===== config.mk =====
export PLATFORM = sky130hd
export DESIGN_NAME = xor_stream_decrypt
export DESIGN_NICKNAME = d
export VERILOG_FILES = /design/src/rtl/xor_stream_decrypt.sv
export SDC_FILE = /design/constraint.sdc
export NUM_CORES = 1
export LEC_CHECK = 0
export BUFFER_PORTS_ARGS = -buffer_cell sky130_fd_sc_hd__buf_2
export CORE_MARGIN = 4
export CORE_UTILIZATION = 56
export DETAILED_ROUTE_END_ITERATION = 6
export HOLD_SLACK_MARGIN = 0.12
export PLACE_DENSITY = 0.85
export SKIP_CTS_REPAIR_TIMING = 1
export SYNTH_ARGS = -nofsm -noshare
export SYNTH_HDL_FRONTEND = slang
export SYNTH_SLANG_ARGS = --single-unit

===== constraint.sdc =====
create_clock -name clk -period 2.35 [get_ports clk]
set_input_delay 0.1175 -clock clk [delete_from_list [all_inputs] [get_ports clk]]
set_output_delay 0.1175 -clock clk [all_outputs]
set_load 0.02 [all_outputs]

===== src/rtl/xor_stream_decrypt.sv =====
// Receive-side XOR stream decryptor: ciphertext XOR Galois-LFSR keystream.
// Valid/ready on both sides with one registered plaintext stage.
module xor_stream_decrypt #(
  parameter logic [7:0] TAPS         = 8'hB8,
  parameter logic [7:0] DEFAULT_SEED = 8'hA5
) (
  input  logic        clk,
  input  logic        rst_n,
  input  logic        key_load,
  input  logic [7:0]  key_in,
  input  logic        ct_valid,
  output logic        ct_ready,
  input  logic [7:0]  ct_data,
  output logic        pt_valid,
  input  logic        pt_ready,
  output logic [7:0]  pt_data,
  output logic        keyed,
  output logic [15:0] byte_count
);

  typedef enum logic {
    IDLE = 1'b0,
    RUN  = 1'b1
  } state_t;

  state_t      state_q;
  logic [7:0]  lfsr_q;
  logic [7:0]  lfsr_d;
  logic [7:0]  seed;
  logic        pt_valid_q;
  logic [7:0]  pt_data_q;
  logic [15:0] cnt_q;
  logic        accept;

  // A zero key would freeze the LFSR, so it is replaced.
  assign seed   = (key_in == 8'h00) ? DEFAULT_SEED : key_in;
  assign lfsr_d = {1'b0, lfsr_q[7:1]} ^ (lfsr_q[0] ? TAPS : 8'h00);

  assign ct_ready = (state_q == RUN) & ~key_load
                  & (~pt_valid_q | pt_ready);
  assign accept   = ct_valid & ct_ready;

  assign pt_valid   = pt_valid_q;
  assign pt_data    = pt_data_q;
  assign keyed      = (state_q == RUN);
  assign byte_count = cnt_q;

  always_ff @(posedge clk or negedge rst_n) begin
    if (!rst_n) begin
      state_q    <= IDLE;
      lfsr_q     <= DEFAULT_SEED;
      pt_valid_q <= 1'b0;
      pt_data_q  <= 8'h00;
      cnt_q      <= 16'h0000;
    end else begin
      unique case (state_q)
        IDLE: begin
          if (key_load) begin
            state_q    <= RUN;
            lfsr_q     <= seed;
            pt_valid_q <= 1'b0;
            cnt_q      <= 16'h0000;
          end
        end
        RUN: begin
          if (key_load) begin
            lfsr_q     <= seed;
            pt_valid_q <= 1'b0;
            cnt_q      <= 16'h0000;
          end else if (accept) begin
            pt_data_q  <= ct_data ^ lfsr_q;
            pt_valid_q <= 1'b1;
            cnt_q      <= cnt_q + 16'd1;
            lfsr_q     <= lfsr_d;
          end else if (pt_ready) begin
            pt_valid_q <= 1'b0;
          end
        end
        default: state_q <= IDLE;
      endcase
    end
  end

endmodule

* Word level (Yosys, flattened, before mapping) *
Index checks and enable logic that the tools add are counted.

operators by class
  add/subtract/negate cells = 1
  eq/ne operators = 3
  multiplexer cells = 17
  bitwise logic cells = 9
  reduce and logical (&&, ||, !) cells = 4

operator list
  kind                                            count
  2-to-1 mux 16 bit                               3
  2-to-1 mux 8 bit                                5
  case mux 16 bit (2 select lines)                1
  adder 16 x 1 -> 16 bit (second input constant)  1
  case mux 8 bit (2 select lines)                 1
  logical NOT 8 bit                               1
  XOR 7 x 8 -> 8 bit                              1
  XOR 8 bit                                       1
  2-to-1 mux 1 bit                                6
  != test 4 x 3 -> 1 bit (second input constant)  1
  AND reduction 2 bit                             2
  bitwise AND 1 bit                               3
  != test 3 x 2 -> 1 bit (second input constant)  1
  NOT 1 bit                                       3
  AND reduction 3 bit                             1
  != test 2 bit (second input constant)           1
  case mux 1 bit (2 select lines)                 1
  bitwise OR 1 bit                                1

storage, ports and cells
  bits in registers = 34
  output and inout bits = 27

* Depth between registers and ports, before layout *
  depth after elaboration = 7
  mapped depth = 7

* Least setup slack after synthesis *
No wires, ideal clock.

  path type = reg-to-reg
  from = register cnt_q[0], in the netlist byte_count[0]
  to = register cnt_q[12], in the netlist byte_count[12]
  setup time = 0.078 ns
  arrival time = 1.629 ns
  required time = 2.272 ns
  path slack = 0.643 ns
  cell stages (with the launch flop) = 6
  path buffers = 0
  clock period less this slack = 1.707 ns
  path through = dfrtp_1 ha_1 nand4_2 or2_4 or4_1 a21oi_1

on the way
  longest elaborated chain between the ends = 4

ends and longest elaborated chain
  item                              RTL line  RTL
  start, declared                   32        logic [15:0] cnt_q;
  start signal, assigned            73        cnt_q <= cnt_q + 16'd1;
  adder 16 x 1 -> 16 bit            73
  2-to-1 mux 16 bit                 70        end else if (accept) begin
  2-to-1 mux 16 bit                 66        if (key_load) begin
  case mux 16 bit (2 select lines)  56        unique case (state_q)

No other way between the ends. The select of a mux whose other input is x is not followed.
A chain may end at the register's enable or synchronous reset.

* Final worst setup path *
  from = register cnt_q[1], in the netlist byte_count[1]
  to = register cnt_q[13], in the netlist byte_count[13]

The elaborated chain is that of the path after synthesis.

==> results.sh <==
export IMPL_syn_mean_instance_area_um2=9.77
export IMPL_nets=256
export IMPL_total_leakage_power_nw=0.920
export IMPL_maxCapViolCount=0
export IMPL_vias=1512
export IMPL_syn_area_um2=1760
export IMPL_routed_wl_um=4080
export IMPL_synth_top_area_share_pct=42.7
export IMPL_dp_slack_ns=0.600
export IMPL_cts_num_sinks=34
export IMPL_status="complete, no violations"
export IMPL_die_h_um=64.0
export IMPL_grt_pass1_vias=1375
export IMPL_antenna_found_initial=0
export IMPL_clk_pin_slew_ns=0.11
export IMPL_yosys_warnings=0
export IMPL_fin_crit_ns=1.86
export IMPL_port_buffers=47
export IMPL_grt_pass1_wl_um=6000
export IMPL_ant_nets=0
export IMPL_dieArea_um2=4100
export IMPL_multi_input_area_um2=827
export IMPL_overflow=0
export IMPL_rsz0062_at_grt="no"
export IMPL_tns_ns=0
export IMPL_ys_seq_elements=34
export IMPL_tightest_slew_ns=0.934
export IMPL_cts_buffers=5
export IMPL_num_fill_cells=230
export IMPL_synthToLayoutAreaGrowth_pct=23.2
export IMPL_gp_congestion=0.759
export IMPL_cts_tree="done"
export IMPL_wl_per_cell_um=14.6
export IMPL_synth_async_reset_ratio_pct=100
export IMPL_synth_area_top_cells="dfrtp_1 (43%), a21oi_1 (6.8%), dfstp_2 (6.0%)"
export IMPL_remaining_drc_errors=0
export IMPL_synthTopCellsByCount="dfrtp_1 (30), a21oi_1 (24), nand2_1 (15), o21ai_0 (13), nor2_1 (12)"
export IMPL_synth_cells=180
export IMPL_path_max_fanout=12
export IMPL_seq_area_um2=856
export IMPL_synth_fp_nets=202
export IMPL_ctsLongestPathBuffers=2
export IMPL_synth_edff_count=0
export IMPL_ys_seq_area_share_pct=48.7
export IMPL_yosys_area_top_type="dfrtp_1"
export IMPL_finalCritPeriodShare_pct=79.0
export IMPL_endpoint_kind="flop"
export IMPL_clkLatencyLatePin_ns=0.34
export IMPL_htreeDepth=2
export IMPL_synth_most_common_cell="dfrtp_1"
export IMPL_ys_types=35
export IMPL_start_util_pct=58.1
export IMPL_rows=20
export IMPL_worst_slack_ns=0.494
export IMPL_power_density_nw_per_um2=617
export IMPL_via_per_inst=5.42
export IMPL_hold_viol=0
export IMPL_layout_cells_non_filler=279
export IMPL_crit_required_ns=2.60
export IMPL_design_portCount=48
export IMPL_maxSlewViolCount=0
export IMPL_fmax_mhz=539
export IMPL_relSlewSlack_pct=37.8
export IMPL_design_core_area_um2=3030
export IMPL_min_path_type="primary input to flop"
export IMPL_finalClockSkew_ns=0.0122
export IMPL_place_hpwl_um=2500
export IMPL_drive_gt1_share_pct=28.9
export IMPL_synthFlopType="dfrtp_1"
export IMPL_worst_setup_path_type="flop to flop"
export IMPL_diodes=0
export IMPL_dp_cells=260
export IMPL_finalSetupViolations=0
export IMPL_grt_max_degree=46
export IMPL_die_w_um=64.0
export IMPL_drtPass1Iterations=4
export IMPL_vdd_drop_max_v=0.000390
export IMPL_root_buffer="clkbuf_4"
export IMPL_grt_usage_pct=18.6
export IMPL_drtIter0Drc=65
export IMPL_start_kind="flop"
export IMPL_worstPathArrival_ns=2.10
==> kinds of logic (layout without fill, tap and decap cells) <==
family,count (synthesis),in the layout,synth area share [%]
simple gates,62,62,19.9
compound gates,54,54,19.1
flops,34,34,48.7
buf+inv,15,70,4.27
xor+xnor,11,11,5.48
mux,3,3,1.78
fa+ha+maj,1,1,0.712
==> cells in the final DEF, fill, tap and decap left out, types with 2 or more instances in the layout <==
cell type      Yosys  layout
dfstp_2            4       4
xnor2_1           11      11
nand3_1            4       4
nand2_1           15      15
dfrtp_1           30      30
nand4_1            3       3
nor2_1            12      12
o22ai_1            3       3
buf_2              6      47
inv_1              3       3
or4_1             10      10
mux2i_1            2       2
dlygate4sd3_1      0      11
o21ai_0           13      13
and2_1             2       2
a21oi_1           24      24
o31ai_1           11      11
clkbuf_4           0       5
or3_1              5       5
and4_1             2       2
==> through the flow <==
| stage | hold WS (ns) | utilization (%) | cell area, um^2 | total power, mW |
|---|---|---|---|---|
| floorplan | -0.178 | - | 1760 | 0.894 |
| finish | 0.0880 | 71.5 | 2170 | 1.34 |
| CTS | -0.147 | 67.9 | 2060 | 1.33 |
| global placement | 0.226 | 65.8 | 1990 | 0.981 |
| global route | 0.107 | 71.5 | 2170 | 1.40 |
| detailed placement | 0.224 | 65.8 | 1990 | 0.988 |
==> flip-flops by register name, summed over array words and instances (netlist names) <==
| name | flops |
|---|---|
| pt_data | 8 |
| byte_count | 16 |
| pt_valid | 1 |
| lfsr_q | 8 |
| keyed | 1 |
==> critical path, stage by stage (launching register included) <==
cell,delay (ns)
dfrtp_1,0.41
and2_1,0.17
nand4_1,0.37
or4_1,0.59
a21oi_1,0.21
==> path summary, 6_finish.rpt <==
check	start	slack, ns	end	cells after the start
setup / recovery	byte_count[1]	0.49	byte_count[13]	4
hold / removal	key_in[0]	0.09	lfsr_q[0]	3
setup reg to reg	byte_count[1]	0.49	byte_count[13]	4
hold reg to reg	lfsr_q[7]	0.52	lfsr_q[7]	2
max in group asynchronous	rst_n	1.51	lfsr_q[1]	2
min in group asynchronous	rst_n	0.36	pt_data[2]	2
==> power breakdown <==
part / internal [mW] / switching [mW]
Clock: 0.144 / 0.195
Sequential: 0.654 / 0.0546
Combinational: 0.124 / 0.166
==> metal layers <==
layer	vias up	routed length [um]	global-route usage, %
li1	761	-	-
met1	712	1700	23.9
met2	34	2130	30.6
met3	5	192	3.87
met4	0	49	7.28
met5	-	0	0
==> cell type report <==
class                      instances  area share, %
clock inverter                     2          0.578
inverter                           3          0.520
timing repair buffer              59           16.3
clock buffer                       6           2.37
tap                               44           2.54
sequential                        34           39.5
multi-input combinational        131           38.2
(Power assumes the default switching activity.)
